**src/rtl/fetch_pkg.sv**
```systemverilog
`default_nettype none
// +----------------------------------------------------------------------------+
// | Module      : fetch_pkg                                                    |
// | Description : Shared types and constants for the instruction fetch stage:  |
// |               FSM state encoding, prefetch queue entry layout, default     |
// |               reset PC / queue depth, and a saturating counter helper      |
// |               used by the optional FETCH_PERF_EN counters.                 |
// | Revision    : 1.0 - initial release                                        |
// +----------------------------------------------------------------------------+
package fetch_pkg;

  localparam int unsigned FETCH_ISIZE    = 16;
  localparam int unsigned FETCH_ASIZE    = 16;
  localparam int unsigned FETCH_QDEPTH   = 2;
  localparam logic [15:0] FETCH_RESET_PC = 16'h0000;

  // IDLE    : no request outstanding
  // WAIT    : request outstanding, its data will be queued
  // DISCARD : request outstanding, but it belongs to a flushed path
  typedef enum logic [1:0] {
    FS_IDLE    = 2'd0,
    FS_WAIT    = 2'd1,
    FS_DISCARD = 2'd2
  } fetch_state_e;

  // Queue entry at default widths; pc sits in the upper half.
  typedef struct packed {
    logic [FETCH_ASIZE-1:0] pc;
    logic [FETCH_ISIZE-1:0] instr;
  } fetch_entry_t;

  // 16-bit add that sticks at FFFF instead of wrapping.
  function automatic logic [15:0] sat_add16(input logic [15:0] a, input logic [15:0] b);
    logic [16:0] sum;
    sum = {1'b0, a} + {1'b0, b};
    return sum[16] ? 16'hFFFF : sum[15:0];
  endfunction

endpackage
`default_nettype wire

```
**src/rtl/fetch_queue.sv**
```systemverilog
`default_nettype none
// +----------------------------------------------------------------------------+
// | Module      : fetch_queue                                                  |
// | Description : Synchronous FIFO holding prefetched {pc, instr} entries.     |
// |               Flush has priority over push and pop. Push while full is     |
// |               accepted only when a pop happens in the same cycle.          |
// | Ports       : clk, rst      - clock, synchronous active-high reset         |
// |               i_push/i_data - write an entry                               |
// |               i_pop         - drop the head entry                          |
// |               i_flush       - empty the queue                              |
// |               o_data        - head entry                                   |
// |               o_count       - occupancy (0..DEPTH)                         |
// |               o_full/o_empty- occupancy flags                              |
// | Revision    : 1.0 - initial release                                        |
// +----------------------------------------------------------------------------+
module fetch_queue #(
  parameter int unsigned DEPTH = 2,
  parameter int unsigned WIDTH = 32
) (
  input  logic                     clk,
  input  logic                     rst,
  input  logic                     i_push,
  input  logic                     i_pop,
  input  logic                     i_flush,
  input  logic [WIDTH-1:0]         i_data,
  output logic [WIDTH-1:0]         o_data,
  output logic [$clog2(DEPTH):0]   o_count,
  output logic                     o_full,
  output logic                     o_empty
);

  localparam int unsigned AW = $clog2(DEPTH);
  localparam int unsigned CW = AW + 1;
  localparam logic [CW-1:0] C_DEPTH = CW'(DEPTH);

  logic [WIDTH-1:0] r_mem [DEPTH];
  logic [AW-1:0]    r_rd_ptr;
  logic [AW-1:0]    r_wr_ptr;
  logic [CW-1:0]    r_count;
  logic             w_do_push;
  logic             w_do_pop;

  assign o_full  = (r_count == C_DEPTH);
  assign o_empty = (r_count == '0);
  assign o_count = r_count;
  assign o_data  = r_mem[r_rd_ptr];

  // A pop frees the slot the push needs, so full+pop+push is legal.
  assign w_do_pop  = i_pop && !o_empty;
  assign w_do_push = i_push && (!o_full || w_do_pop);

  // DEPTH is a power of two, so pointers wrap naturally.
  always_ff @(posedge clk) begin
    if (rst) begin
      r_rd_ptr <= '0;
      r_wr_ptr <= '0;
      r_count  <= '0;
      for (int i = 0; i < int'(DEPTH); i++) begin
        r_mem[i] <= '0;
      end
    end else if (i_flush) begin
      r_rd_ptr <= '0;
      r_wr_ptr <= '0;
      r_count  <= '0;
    end else begin
      if (w_do_push) begin
        r_mem[r_wr_ptr] <= i_data;
        r_wr_ptr        <= r_wr_ptr + AW'(1);
      end
      if (w_do_pop) begin
        r_rd_ptr <= r_rd_ptr + AW'(1);
      end
      r_count <= r_count + CW'(w_do_push) - CW'(w_do_pop);
    end
  end

endmodule
`default_nettype wire

```
**src/rtl/fetch_unit.sv**
```systemverilog
`default_nettype none
// +----------------------------------------------------------------------------+
// | Module      : fetch_unit                                                   |
// | Description : Instruction fetch stage. Issues one instruction-memory       |
// |               request at a time, buffers returned words with their PCs in  |
// |               a prefetch queue, and executes redirect (PCctrl) and stall   |
// |               (PChold) from control.                                       |
// | Ports       : clk, rst            - clock, synchronous active-high reset   |
// |               imem_req/imem_addr  - memory request and its address         |
// |               imem_ack/imem_rdata - memory completion and data             |
// |               PCctrl/PCtarget     - redirect and target address            |
// |               PChold              - decode stall, blocks the pop           |
// |               Instr/InstrPC       - head-of-queue instruction and PC       |
// |               InstrValid          - queue non-empty                        |
// |               perf_fetch_cnt      - accepted pushes   (FETCH_PERF_EN only) |
// |               perf_flush_cnt      - discarded entries (FETCH_PERF_EN only) |
// | Config      : FETCH_PERF_EN adds the two saturating perf counters.         |
// | Revision    : 1.0 - initial release                                        |
// +----------------------------------------------------------------------------+
module fetch_unit
  import fetch_pkg::*;
#(
  parameter int unsigned      ISIZE    = FETCH_ISIZE,
  parameter int unsigned      ASIZE    = FETCH_ASIZE,
  parameter int unsigned      QDEPTH   = FETCH_QDEPTH,
  parameter logic [ASIZE-1:0] RESET_PC = ASIZE'(FETCH_RESET_PC)
) (
  input  logic             clk,
  input  logic             rst,
  output logic             imem_req,
  output logic [ASIZE-1:0] imem_addr,
  input  logic             imem_ack,
  input  logic [ISIZE-1:0] imem_rdata,
  input  logic             PCctrl,
  input  logic [ASIZE-1:0] PCtarget,
  input  logic             PChold,
  output logic [ISIZE-1:0] Instr,
  output logic [ASIZE-1:0] InstrPC,
  output logic             InstrValid
`ifdef FETCH_PERF_EN
  ,
  output logic [15:0]      perf_fetch_cnt,
  output logic [15:0]      perf_flush_cnt
`endif
);

  localparam int unsigned AW = $clog2(QDEPTH);
  localparam int unsigned CW = AW + 1;
  localparam int unsigned EW = ASIZE + ISIZE;
  localparam logic [CW-1:0] C_QDEPTH = CW'(QDEPTH);

  localparam logic [1:0] S_IDLE    = FS_IDLE;
  localparam logic [1:0] S_WAIT    = FS_WAIT;
  localparam logic [1:0] S_DISCARD = FS_DISCARD;

  logic [1:0]       r_state;
  logic [1:0]       w_state_nxt;
  logic [ASIZE-1:0] r_fetch_pc;
  logic [ASIZE-1:0] w_fetch_pc_nxt;
  logic [ASIZE-1:0] r_disc_addr;
  logic [ASIZE-1:0] w_disc_addr_nxt;

  logic             w_push;
  logic             w_pop;
  logic             w_full;
  logic             w_empty;
  logic [CW-1:0]    w_count;
  logic [CW-1:0]    w_count_after;
  logic [EW-1:0]    w_head;

  // Redirect wins over everything: no pop, no push, queue flushed.
  assign w_pop  = !w_empty && !PChold && !PCctrl;
  assign w_push = (r_state == S_WAIT) && imem_ack && !PCctrl;

  // Occupancy once this cycle's push/pop has landed; decides whether
  // another request may be issued back-to-back.
  assign w_count_after = w_count + CW'(w_push) - CW'(w_pop);

  fetch_queue #(
    .DEPTH (QDEPTH),
    .WIDTH (EW)
  ) u_queue (
    .clk     (clk),
    .rst     (rst),
    .i_push  (w_push),
    .i_pop   (w_pop),
    .i_flush (PCctrl),
    .i_data  ({r_fetch_pc, imem_rdata}),
    .o_data  (w_head),
    .o_count (w_count),
    .o_full  (w_full),
    .o_empty (w_empty)
  );

  always_comb begin
    w_state_nxt     = r_state;
    w_fetch_pc_nxt  = r_fetch_pc;
    w_disc_addr_nxt = r_disc_addr;
    if (PCctrl) begin
      w_fetch_pc_nxt = PCtarget;
      if (r_state == S_WAIT) begin
        if (imem_ack) begin
          // The request just completed; its data is dropped.
          w_state_nxt = S_IDLE;
        end else begin
          // Keep the in-flight address on the bus until its ack arrives.
          w_state_nxt     = S_DISCARD;
          w_disc_addr_nxt = r_fetch_pc;
        end
      end
    end else begin
      case (r_state)
        S_IDLE: begin
          if (!w_full) begin
            w_state_nxt = S_WAIT;
          end
        end
        S_WAIT: begin
          if (imem_ack) begin
            w_fetch_pc_nxt = r_fetch_pc + ASIZE'(1);
            if (w_count_after >= C_QDEPTH) begin
              w_state_nxt = S_IDLE;
            end
          end
        end
        S_DISCARD: begin
          // fetch_pc already holds the redirect target.
          if (imem_ack) begin
            w_state_nxt = S_WAIT;
          end
        end
        default: begin
          w_state_nxt = S_IDLE;
        end
      endcase
    end
  end

  always_ff @(posedge clk) begin
    if (rst) begin
      r_state     <= S_IDLE;
      r_fetch_pc  <= RESET_PC;
      r_disc_addr <= RESET_PC;
    end else begin
      r_state     <= w_state_nxt;
      r_fetch_pc  <= w_fetch_pc_nxt;
      r_disc_addr <= w_disc_addr_nxt;
    end
  end

  assign imem_req   = (r_state == S_WAIT) || (r_state == S_DISCARD);
  assign imem_addr  = (r_state == S_DISCARD) ? r_disc_addr : r_fetch_pc;
  assign InstrValid = !w_empty;
  assign Instr      = w_empty ? '0 : w_head[ISIZE-1:0];
  assign InstrPC    = w_empty ? '0 : w_head[EW-1:ISIZE];

`ifdef FETCH_PERF_EN
  logic [15:0] r_perf_fetch;
  logic [15:0] r_perf_flush;
  logic [15:0] w_flush_amt;

  // Entries thrown away by a redirect: everything queued plus the
  // request in flight on the live path (a DISCARD one was already counted).
  assign w_flush_amt = 16'(w_count) + ((r_state == S_WAIT) ? 16'd1 : 16'd0);

  always_ff @(posedge clk) begin
    if (rst) begin
      r_perf_fetch <= '0;
      r_perf_flush <= '0;
    end else begin
      if (w_push) begin
        r_perf_fetch <= sat_add16(r_perf_fetch, 16'd1);
      end
      if (PCctrl) begin
        r_perf_flush <= sat_add16(r_perf_flush, w_flush_amt);
      end
    end
  end

  assign perf_fetch_cnt = r_perf_fetch;
  assign perf_flush_cnt = r_perf_flush;
`endif

endmodule
`default_nettype wire
```
**config.mk**
```make
export PLATFORM = sky130hd
export DESIGN_NAME = fetch_unit
export DESIGN_NICKNAME = d
export VERILOG_FILES = /design/src/rtl/fetch_pkg.sv /design/src/rtl/fetch_queue.sv /design/src/rtl/fetch_unit.sv
export SDC_FILE = /design/constraint.sdc
export NUM_CORES = 1
export LEC_CHECK = 0
export BUFFER_PORTS_ARGS = -buffer_cell sky130_fd_sc_hd__buf_2
export CAP_MARGIN = 0
export CORE_MARGIN = 3
export CORE_UTILIZATION = 33
export CTS_BUF_LIST = sky130_fd_sc_hd__clkbuf_4
export CTS_CLUSTER_DIAMETER = 120
export DETAILED_ROUTE_END_ITERATION = 8
export SYNTH_ARGS = -nofsm -noshare
export SYNTH_HDL_FRONTEND = slang
export SYNTH_HIERARCHICAL = 1
export SYNTH_SLANG_ARGS = --single-unit
```
**constraint.sdc**
```tcl
create_clock -name clk -period 3.9 [get_ports clk]
set_input_delay 0.195 -clock clk [delete_from_list [all_inputs] [get_ports clk]]
set_output_delay 0.195 -clock clk [all_outputs]
set_load 0.01 [all_outputs]
```
==> results.tsv <==
stage	metric	value	unit
worst_hold_path	hp-class	input port to flop	
global_route	grt_max_degree	39	
timing	slew_headroom	0.277	
die	coreArea	14900	µm²
clock_tree	cts.htree.levels	3	
clock_tree	cts_buffers	9	
final_layout	layout.nets	600	
run_status	outcome	finished clean	
synth	synth_top_area_share	0.376	
synth	synth_cell_types	40	
clock_tree	clkTransAtPathRegs	0.17	ns
synth	syn-num-nets	511	
synth	synth_seq_area_share	0.528	
place	port_buffers	86	
final_layout	syn_to_final_growth	16.3	%
clock_tree	cts-resized-gates	0	
final_layout	final_util	0.400	
global_route	grt_usage	0.135	
final_layout	antenna_cells	0	
synth	synth_area_leaders	edfxtp_1, dfxtp_1, mux2_2, and2_1, nor2b_1	
synth	synth_edf_count	64	
global_route	grt_pass1_wl	18.1	mm
global_route	antenna_found_initial	0	
clock_tree	clk_path_buf_depth	2	
clock_tree	clkLatencyLatePin	0.45	ns
setup_path	critPathArrivalTime	3.17	ns
power_and_ir_drop	cellPowerDensity	341	nW/µm²
place	post-dp-hpwl	7.84	mm
timing	fin_skew	0.0161	ns
synth	yosys_warnings	6	
setup_path	cpLargestDelayFamily	simple AND/OR/NAND/NOR gates	
routing	drt_iter0_markers	250	
synth	avgSynthCellArea	10.9	µm²
setup_path	cp_slowest_cell	and4bb_4	
die	chipWidth	130	µm
timing	slew_viol_final	0	
timing	setup_viol_count_final	0	
timing	min_period	3.00	ns
routing	wl_per_cell	15.1	µm
clock_tree	tritoncts	done	
clock_tree	cts_hold_buf	10	
setup_path	critPathMaxFanout	34	
die	die_area	17000	µm²
synth	synth_top_flop_cell	edfxtp_1	
setup_path	crit_path_end_kind	flop	
timing	rsz0062_at_grt	no	
timing	hold_viol	0	
routing	ant_nets	0	
routing	post_drt_via_cell_ratio	4.79	
final_layout	final_common_cell	buf_2	
global_route	grt_overflow_total	0	
die	io_pins	87	
power_and_ir_drop	irDropWorstVdd	0.000163	V
clock_tree	root_buffer	clkbuf_4	
timing	tightest_slew	1.08	ns
routing	route.detailed.drc	0	
clock_tree	cts_setup_buffers	0	
timing	fin_ws	0.896	ns
final_layout	fillers	1448	
timing	fin_crit_sh	0.770	
final_layout	drive_above_1_share	0.281	
setup_path	crit_buf_inv	1	
setup_path	critical_path.max_stage_delay	0.60	ns
setup_path	start_kind	flop	
setup_path	crit_chain	nor2_2 > nor3_1 > nor3b_4 > and4bb_4 > or2_1 > buf_4	
setup_path	worstPathRequired	4.07	ns
timing	fin_setup_tns	0	ns
global_route	first_global_vias	3553	
power_and_ir_drop	p_leak	2.30	nW
die	initial_utilization	0.344	
routing	vias	3576	
run	cap_viol_max_count	0	
synth	synth_area	5110	µm²
timing	fmax	333	MHz
power_and_ir_drop	p_total	2.03	mW
place	place_ws	0.879	ns
setup_path	worstSetupPathType	flop to flop	
place	place_congestion	0.778	
synth	ys_async_sr_fraction	0	
final_layout	mostFrequentLayoutCells	buf_2, and2_1, edfxtp_1	
synth	synth_top_area_cell	edfxtp_1	
synth	ys_ff_latch	103	
synth	syn_inst	468	
die	core.rowCount	44	
routing	firstDrtPassIters	4	
routing	finalWirelength	11.3	mm
die	dieHeight	130	µm
clock_tree	numClockSinks	103	
sequential cells by signal, summed over array words and instances, names as in the netlist, named ones only:
signal / flops
r_state: 2
u_queue/r_mem: 64
u_queue/r_rd_ptr: 1
r_fetch_pc: 16
r_disc_addr: 16
u_queue/o_count: 2
u_queue/r_wr_ptr: 1
logic make-up after synthesis:
logic type               share of synthesized area
AO/OA/AOI/OAI                               0.0629
XOR/XNOR                                    0.0284
adder cells (fa/ha/maj)                     0.0147
buffers and inverters                       0.0394
flip-flops                                   0.528
multiplexers                                0.0947
AND/OR/NAND/NOR                              0.232
final cells by class:
| class | count | area, µm² | share of cell area |
|---|---|---|---|
| Sequential cell | 103 | 2700 | 0.454 |
| Multi-Input combinational cell | 326 | 2210 | 0.372 |
| Timing Repair Buffer | 105 | 606 | 0.102 |
| Tap cell | 184 | 230 | 0.0387 |
| Clock inverter | 7 | 86.3 | 0.0145 |
| Clock buffer | 9 | 67.6 | 0.0114 |
| Inverter | 12 | 45.0 | 0.00757 |
per-layer routing:
| layer | wire [µm] | global-route usage |
|---|---|---|
| met5 | 0 | 0 |
| met4 | 157 | 0.0369 |
| met3 | 473 | 0.0244 |
| met2 | 5310 | 0.225 |
| met1 | 5340 | 0.180 |
synth_stat cells, types with 2 or more instances:
| cell | count |
|---|---|
| nand2_1 | 48 |
| xnor2_1 | 12 |
| nand3_1 | 9 |
| and3_1 | 2 |
| or3_1 | 3 |
| dfxtp_1 | 39 |
| mux2_1 | 4 |
| xor2_1 | 2 |
| buf_2 | 8 |
| o21ai_0 | 12 |
| a21o_1 | 2 |
| nor4_1 | 3 |
| nor4_2 | 3 |
| nor3_1 | 10 |
| a311oi_1 | 3 |
| a211oi_1 | 8 |
| and2_1 | 65 |
| a21oi_1 | 23 |
| nand4_1 | 3 |
| a31oi_1 | 2 |
| ha_1 | 6 |
| nor2b_1 | 34 |
| inv_1 | 12 |
| mux2_2 | 39 |
| nor3b_4 | 2 |
| clkbuf_1 | 12 |
| buf_6 | 6 |
| or2_1 | 2 |
| edfxtp_1 | 64 |
| nor2_1 | 20 |
metrics by stage:
step                      hold WS (ns)  std cells  instance area [µm²]
after floorplan                  0.272        468                 5110
after global placement           0.439        717                 5670
after detailed placement         0.447        717                 5670
after CTS                     0.000156        743                 5920
after global routing           0.00201        746                 5950
final                           0.0214        746                 5950
path summary, 6_finish.rpt:
path / slack, ns / start / depth (start not counted) / endpoint
worst max register to register: 0.90 / u_queue/o_count[0] / 6 / u_queue/r_mem[0][30]
worst max-delay path: 0.90 / u_queue/o_count[0] / 6 / u_queue/r_mem[0][30]
worst min register to register: 0.46 / r_disc_addr[9] / 2 / r_disc_addr[9]
worst min-delay path: 0.02 / PCtarget[3] / 3 / r_fetch_pc[3]
power by group:
group | switching [mW] | internal, mW
combinational | 0.108 | 0.0881
clock | 0.387 | 0.211
sequential | 0.0382 | 1.20
tightest hold or removal path, delay by kind of cell:
kind | cells | cell delay [ns]
buffers and inverters | 1 | 0.09
AND/OR/NAND/NOR | 1 | 0.09
AO/OA/AOI/OAI | 1 | 0.06
(Power assumes the default switching activity.)
